### src/rtl/router_pkt_fifo.sv
// Packet-aware byte FIFO: stores {header flag, byte}, tracks packet framing on the read side.
// Optional parity checking is enabled by defining ROUTER_PKT_FIFO_PARITY_EN.
module router_pkt_fifo #(
  parameter int DATA_W    = 8,
  parameter int DEPTH     = 16,
  parameter int AF_MARGIN = 2
) (
  input  logic                     clock,
  input  logic                     resetn,
  input  logic                     soft_reset,
  input  logic                     write_enb,
  input  logic [DATA_W-1:0]        data_in,
  input  logic                     ifd_state,
  input  logic                     read_enb,
  output logic [DATA_W-1:0]        data_out,
  output logic                     data_valid,
  output logic                     empty,
  output logic                     full,
  output logic                     almost_full,
  output logic [$clog2(DEPTH):0]   count,
  output logic                     pkt_done,
  output logic                     pkt_abort,
  output logic                     parity_err
);

  localparam int AW = $clog2(DEPTH);
  localparam int CW = AW + 1;
  localparam int LW = DATA_W - 2;
  localparam int EW = DATA_W + 1;

  typedef enum logic [1:0] {
    IDLE    = 2'd0,
    PAYLOAD = 2'd1,
    PARITY  = 2'd2
  } state_t;

  function automatic logic [LW-1:0] hdr_len(input logic [DATA_W-1:0] b);
    return b[DATA_W-1:2];
  endfunction

  logic [EW-1:0]     mem [DEPTH];
  logic [AW-1:0]     wr_ptr;
  logic [AW-1:0]     rd_ptr;
  logic              do_wr;
  logic              do_rd;
  logic [EW-1:0]     rd_entry;
  logic              rd_hdr;
  logic [DATA_W-1:0] rd_byte;
  state_t            state;
  state_t            state_nx;
  logic [LW-1:0]     remaining;
  logic [LW-1:0]     remaining_nx;
  logic              done_nx;
  logic              abort_nx;

  assign empty       = (count == {CW{1'b0}});
  assign full        = (count == CW'(DEPTH));
  assign almost_full = (count >= CW'(DEPTH - AF_MARGIN));
  assign do_wr       = write_enb && !full;
  assign do_rd       = read_enb && !empty;
  assign rd_entry    = mem[rd_ptr];
  assign rd_hdr      = rd_entry[DATA_W];
  assign rd_byte     = rd_entry[DATA_W-1:0];

`ifdef ROUTER_PKT_FIFO_PARITY_EN
  function automatic logic [DATA_W-1:0] par_fold(input logic [DATA_W-1:0] acc,
                                                 input logic [DATA_W-1:0] b);
    return acc ^ b;
  endfunction

  logic [DATA_W-1:0] acc;
  logic [DATA_W-1:0] acc_nx;
  logic              perr_nx;
  logic              perr;
  assign parity_err = perr;
`else
  assign parity_err = 1'b0;
`endif

  // Read-side packet framing: next state, remaining length and pulse decode
  always_comb begin
    state_nx     = state;
    remaining_nx = remaining;
    done_nx      = 1'b0;
    abort_nx     = 1'b0;
`ifdef ROUTER_PKT_FIFO_PARITY_EN
    acc_nx       = acc;
    perr_nx      = 1'b0;
`endif
    if (do_rd) begin
      if (rd_hdr) begin
        // A header always restarts framing; only a header arriving mid-packet aborts
        abort_nx     = (state != IDLE);
        remaining_nx = hdr_len(rd_byte);
        state_nx     = (hdr_len(rd_byte) != {LW{1'b0}}) ? PAYLOAD : PARITY;
`ifdef ROUTER_PKT_FIFO_PARITY_EN
        acc_nx       = rd_byte;
`endif
      end else begin
        case (state)
          IDLE: begin
            state_nx = IDLE;
          end
          PAYLOAD: begin
            remaining_nx = remaining - LW'(1);
            state_nx     = (remaining == LW'(1)) ? PARITY : PAYLOAD;
`ifdef ROUTER_PKT_FIFO_PARITY_EN
            acc_nx       = par_fold(acc, rd_byte);
`endif
          end
          PARITY: begin
            done_nx  = 1'b1;
            state_nx = IDLE;
`ifdef ROUTER_PKT_FIFO_PARITY_EN
            perr_nx  = (acc != rd_byte);
`endif
          end
          default: begin
            state_nx = IDLE;
          end
        endcase
      end
    end else begin
      state_nx = state;
    end
  end

  // Storage array; a flush cycle never writes
  always_ff @(posedge clock) begin
    if (do_wr && resetn && !soft_reset) begin
      mem[wr_ptr] <= {ifd_state, data_in};
    end
  end

  // Pointers, occupancy, read data, framing state and pulses
  always_ff @(posedge clock) begin
    if (!resetn || soft_reset) begin
      wr_ptr     <= {AW{1'b0}};
      rd_ptr     <= {AW{1'b0}};
      count      <= {CW{1'b0}};
      data_out   <= {DATA_W{1'b0}};
      data_valid <= 1'b0;
      state      <= IDLE;
      remaining  <= {LW{1'b0}};
      pkt_done   <= 1'b0;
      pkt_abort  <= 1'b0;
`ifdef ROUTER_PKT_FIFO_PARITY_EN
      acc        <= {DATA_W{1'b0}};
      perr       <= 1'b0;
`endif
    end else begin
      if (do_wr) wr_ptr <= wr_ptr + AW'(1);
      if (do_rd) rd_ptr <= rd_ptr + AW'(1);
      case ({do_wr, do_rd})
        2'b10:   count <= count + CW'(1);
        2'b01:   count <= count - CW'(1);
        default: count <= count;
      endcase
      if (do_rd) data_out <= rd_byte;
      data_valid <= do_rd;
      state      <= state_nx;
      remaining  <= remaining_nx;
      pkt_done   <= done_nx;
      pkt_abort  <= abort_nx;
`ifdef ROUTER_PKT_FIFO_PARITY_EN
      acc        <= acc_nx;
      perr       <= perr_nx;
`endif
    end
  end

endmodule

### config.mk
export PLATFORM = sky130hd
export DESIGN_NAME = router_pkt_fifo
export DESIGN_NICKNAME = d
export VERILOG_FILES = /design/src/rtl/router_pkt_fifo.sv
export SDC_FILE = /design/constraint.sdc
export NUM_CORES = 1
export LEC_CHECK = 0
export ABC_AREA = 1
export BUFFER_PORTS_ARGS = -buffer_cell sky130_fd_sc_hd__buf_2
export CAP_MARGIN = 0
export CORE_ASPECT_RATIO = 0.9
export CORE_MARGIN = 8
export CORE_UTILIZATION = 35
export CTS_CLUSTER_DIAMETER = 50
export CTS_CLUSTER_SIZE = 40
export DETAILED_ROUTE_END_ITERATION = 10
export PLACE_DENSITY = 0.47
export SLEW_MARGIN = 20
export SYNTH_ARGS = -nofsm -noshare
export SYNTH_HDL_FRONTEND = slang
export SYNTH_SLANG_ARGS = --single-unit
### constraint.sdc
create_clock -name clock -period 3.6 [get_ports clock]
set_clock_uncertainty 0.05 [all_clocks]
set_input_delay 0.72 -clock clock [delete_from_list [all_inputs] [get_ports clock]]
set_output_delay 0.72 -clock clock [all_outputs]
set_load 0.01 [all_outputs]
# --- Yosys cells after proc, flatten, opt, wreduce, memory -nomap -nowiden ---
# Memory sizes are Yosys's and may differ from the RTL's. A register that Yosys moved wholly into a read port is not among the register bits.
# Index checks and enable logic that the tools add are counted.
# W data, S select, Z words.
word_totals:
  mem_count: 1
  reg_bits: 32
  in_bits: 14
  wordCells: 53
  out_inout_bits: 20
  ram_bits: 144
classes:
  addsub: 5
  order_cmp: 1
  reduce_logical: 17
  n_eq_ne: 6
  bitwise: 2
  n_mux: 12
memory_table:
  columns: ["memory", "words", "width", "rd", "rd_clocked_by_memory_dff", "wr", "line_no", "source"]
  rows:
  - ["mem", 16, 9, 1, 1, 1, "41", "logic [EW-1:0] mem [DEPTH];"]
op_table:
  columns: ["operator", "n"]
  rows:
  - ["$mux W6", 2]
  - ["$pmux W5 S2", 1]
  - ["$add A4 B1 Y4 const B", 2]
  - ["$mux W2", 4]
  - ["$mux W4", 2]
  - ["$eq A6 B1 Y1 const B", 1]
  - ["$reduce_bool A2 Y1", 3]
  - ["$reduce_bool A6 Y1", 1]
  - ["$reduce_or A3 Y1", 2]
  - ["$sub A6 B1 Y6 const B", 1]
  - ["$add A5 B1 Y5 const B", 1]
  - ["$eq A5 B5 Y1 const B", 1]
  - ["$ge A5 B4 Y1 const B", 1]
  - ["$logic_not A5 Y1", 1]
  - ["$sub A5 B1 Y5 const B", 1]
  - ["$eq A2 B1 Y1 const B", 2]
  - ["$eq A2 B2 Y1 const B", 2]
  - ["$logic_and A1 B1 Y1", 4]
  - ["$logic_not A1 Y1", 4]
  - ["$mux W1", 3]
  - ["$not A1 Y1", 2]
  - ["$reduce_and A2 Y1", 1]
  - ["$logic_or A1 B1 Y1", 1]

# --- Longest topological paths before layout ---
depth:
  depth_word: 7
  ltp_mapped: 15
  mapped_depth_nobuf: 13

# --- Worst setup path after synthesis ---
# OpenSTA, ideal clock, no wires.
synth_timing:
  path_type: "reg-to-reg"
  start: "register count[1]"
  end: "register count[4]"
  setup_time_ns: 0.122
  required_time_ns: 3.428
  arrival_ns: 2.556
  slack_ns: 0.872
  stages_incl_launch_ff: 15
  synth_period_minus_slack_ns: 2.728
  path_buffers: 1
  cell_sequence: "dfxtp_1 nor4_1 nand2_1 nand2_1 inv_2 buf_2 ha_1 fa_1 a21o_1 a21oi_1 inv_1 a21oi_1 o21ai_0 o21ai_0 a21oi_1"
synth_between:
  elab_chain_len: 5
  elab_cells_between_ends: 12
  classes_between: "2 x add/sub; 3 x eq/ne; 1 x mux; 6 x reduce/logical"
synth_rtl:
  columns: ["item", "line_no", "source"]
  rows:
  - ["start: declaration", "20", "output logic [$clog2(DEPTH):0] count,"]
  - ["start signal: assignment", "140", "count <= {CW{1'b0}};"]
  - ["start signal: assignment", "155", "2'b10: count <= count + CW'(1);"]
  - ["start signal: assignment", "156", "2'b01: count <= count - CW'(1);"]
  - ["$logic_not A5 Y1 *", "56", "assign empty = (count == {CW{1'b0}});"]
  - ["$logic_not A1 Y1 *", "60", "assign do_rd = read_enb && !empty;"]
  - ["$logic_and A1 B1 Y1 *", "60", null]
  - ["via do_rd", "45", "logic do_rd;"]
  - ["$eq A2 B1 Y1 / $eq A2 B2 Y1 (equally long branches)", "154", "case ({do_wr, do_rd})"]
  - ["$pmux W5 S2 / $reduce_bool A2 Y1 (equally long branches)", null, null]
# The timed path passes the listed nets; every way through them passes the cells marked *.
# A chain may end at the register's enable or synchronous reset.

# --- Worst setup path after layout ---
layout_timing:
  start: "register count[1]"
  end: "register count[4]"
layout_between:
  elab_chain_len: 5
  elab_cells_between_ends: 12
  classes_between: "2 x add/sub; 3 x eq/ne; 1 x mux; 6 x reduce/logical"
layout_rtl:
  columns: ["item", "line_no"]
  rows:
  - ["$eq A5 B5 Y1 / $logic_not A5 Y1 (equally long branches)", "57, 56"]
  - ["$logic_not A1 Y1 (on tied branches)", "59, 60"]
  - ["$logic_and A1 B1 Y1 (on tied branches)", "59, 60"]
  - ["$eq A2 B1 Y1 / $eq A2 B2 Y1 (equally long branches)", "154"]
  - ["$pmux W5 S2 / $reduce_bool A2 Y1 (equally long branches)", null]
# Parallel ways exist; a longest one is shown, timed or not.

==> metrics.yaml <==
drt-initial-drc-count: 339
synth.yosys.seq_area_share_pct: 64.9
grt_pass1_wl_um: 29000
ys_types: 35
arrival_ps: 3290
grt_max_degree: 78
run_status: "complete, no violations"
boundaryPins: 34
synthCells: 749
io_buffers: 32
synth_area_um2: 7770
clock-sinks: 180
hold_violations: 0
antenna_cells: 0
cts_max_path_buffers: 2
numCtsBuffers: 17
clk_latency_ps: 420
maxUsedRoutingLayer: "met4"
rsz0062_at_grt: "false"
core_area_um2: 21700
grt_pass1_vias: 5128
period_share_pct: 84.3
peakVddDrop_mv: 0.367
synthTopCellsByArea: "edfxtp_1, dfxtp_1, nand2_1"
cp-start-kind: "flop"
nets: 814
place_congestion: 0.796
powerDensity_nw_per_um2: 495
drc_errors: 0
p_leak_nw: 3.53
maxSlewHeadroom_pct: 43.0
syn_to_final_growth_pct: 12.9
fp-row-count: 51
min_period_ps: 3040
synth_top_cell_by_area: "edfxtp_1"
cts_root_buffer: "clkbuf_16"
initial_core_util_pct: 35.8
wirelength_um: 18400
mostFrequentLayoutCell: "nand2_1"
ys_seq_elements: 180
fin_tns_setup_ps: 0
worstMarginPinSlew_ps: 855
grt_usage_pct: 13.9
cp.required_ps: 3850
cts_tree: "yes"
whs_path_depth: 2
nFillCells: 2141
rr_worst_depth: 13
first_pass_iters: 5
via_count: 5210
overflow: 0
drive_above_1_share_pct: 11.9
yosysTopAreaCellShare_pct: 55.6
wl_per_cell_um: 16.9
cts_resized: 0
htreeDepth: 4
die_area_um2: 27200
finalSetupViolCount: 0
die_w_um: 173
post_cts_buffers: 0
place_hpwl_um: 11600
grt_antenna_before_repair: 0
min_path_type: "flop to flop"
wl_met1_um: 8700
final_area_um2: 8770
r2r_start: "count[1]"
synthesis.nets: 775
syn_area_per_cell_um2: 10.4
maxCapViolCount: 0
final_cell_mix: "nand2_1, edfxtp_1, inv_1"
wl_met3_um: 627
clk_pin_slew_ps: 60
hold_buffers: 0
max_freq_mhz: 329
hold_path.startpoint: "rd_ptr[3]"
place_area_um2: 8230
cp-end-kind: "flop"
drv_slew: 0
dieHeight_um: 157
yosysWarnings: 0
met2_length_um: 8800
ant_nets: 0
avgViaCountPerCell: 4.77
crit_path_max_fanout: 27
cp-startpoint: "count[1]"
crit_type: "flop to flop"
metal layers:
layer	vias to the layer above	track usage, %
li1	2589	-
met1	2507	17.8
met2	100	23.2
met5	-	0
met4	0	4.68
met3	14	2.73
per-stage QoR:
stage               util, %  setup slack, ps  hold slack (ps)  instances  power (mW)
finish                 40.4              564              431       1092        4.34
global route           40.4              229              463       1092        4.50
CTS                    40.4              586              434       1092        4.39
detailed placement     37.9              577              408       1060        2.65
global placement       37.9              638              403       1060        2.64
floorplan                 -              872              386        749        2.54
power by group:
group / internal [mW] / switching (mW)
registers: 2.26 / 0.0149
logic: 0.0911 / 0.227
clock network: 1.00 / 0.743
critical path: stages, from the launching register on:
cell     delay [ps]
dfxtp_1         360
nor4_1          390
nand2_1         120
nand2_1         180
inv_2           220
ha_1            340
fa_1            420
a21o_1          180
a21oi_1         130
inv_1            60
a21oi_1         120
o21ai_0         120
o21ai_0         160
a21oi_1          60
synthesized netlist by cell type:
cell type and number:
nand3_1 75, o21ai_0 40, o221ai_1 6, inv_2 5, o21ai_2 1, o211ai_2 1, nand2_1 174, nand2_4 2
buf_4 4, o22ai_1 2, inv_4 1, dfxtp_1 36, nor4_1 1, nor2_2 2, edfxtp_1 144, nand4_1 2
o211ai_1 15, o21ai_1 7, clkinv_1 2, ha_1 11, nor3_1 2, a21oi_1 17, buf_6 10, nor2_1 70
a21oi_2 1, xor2_1 4, xnor2_1 2, inv_1 86, a211oi_1 1, a21o_1 1, nand3_2 3, clkbuf_1 7
conb_1 1, buf_2 12, fa_1 1
flip-flops by register name, indices dropped and copies added, names as in the netlist, named ones only:
name,count
data_valid,1
pkt_abort,1
mem,144
rd_ptr,4
data_out,8
state,2
wr_ptr,4
remaining,6
count,5
pkt_done,1
kinds of logic (layout without fill, tap and decap cells):
group	count (synthesis)	count (layout)	synth area share [%]
flip-flops	180	180	64.9
AO/OA/AOI/OAI	92	92	6.99
AND/OR/NAND/NOR	331	331	17.8
other	1	1	0.0483
adder cells (fa/ha/maj)	12	12	2.03
buffers and inverters	127	179	7.52
XOR/XNOR	6	6	0.676
area by class of cell:
cell class	instances	area (um2)	share of cell area, %
Clock buffer	17	425	4.85
Clock inverter	15	120	1.37
Inverter	94	355	4.05
Multi-Input combinational cell	442	2140	24.4
Sequential cell	180	5050	57.5
Tap cell	291	364	4.15
Timing Repair Buffer	53	318	3.62
final timing paths:
check,end,slack (ps)
min,rd_ptr[3],430
min reg2reg,rd_ptr[3],430
max reg2reg,count[4],560
max,count[4],560
No activity file was read; power rests on OpenSTA's default activity.
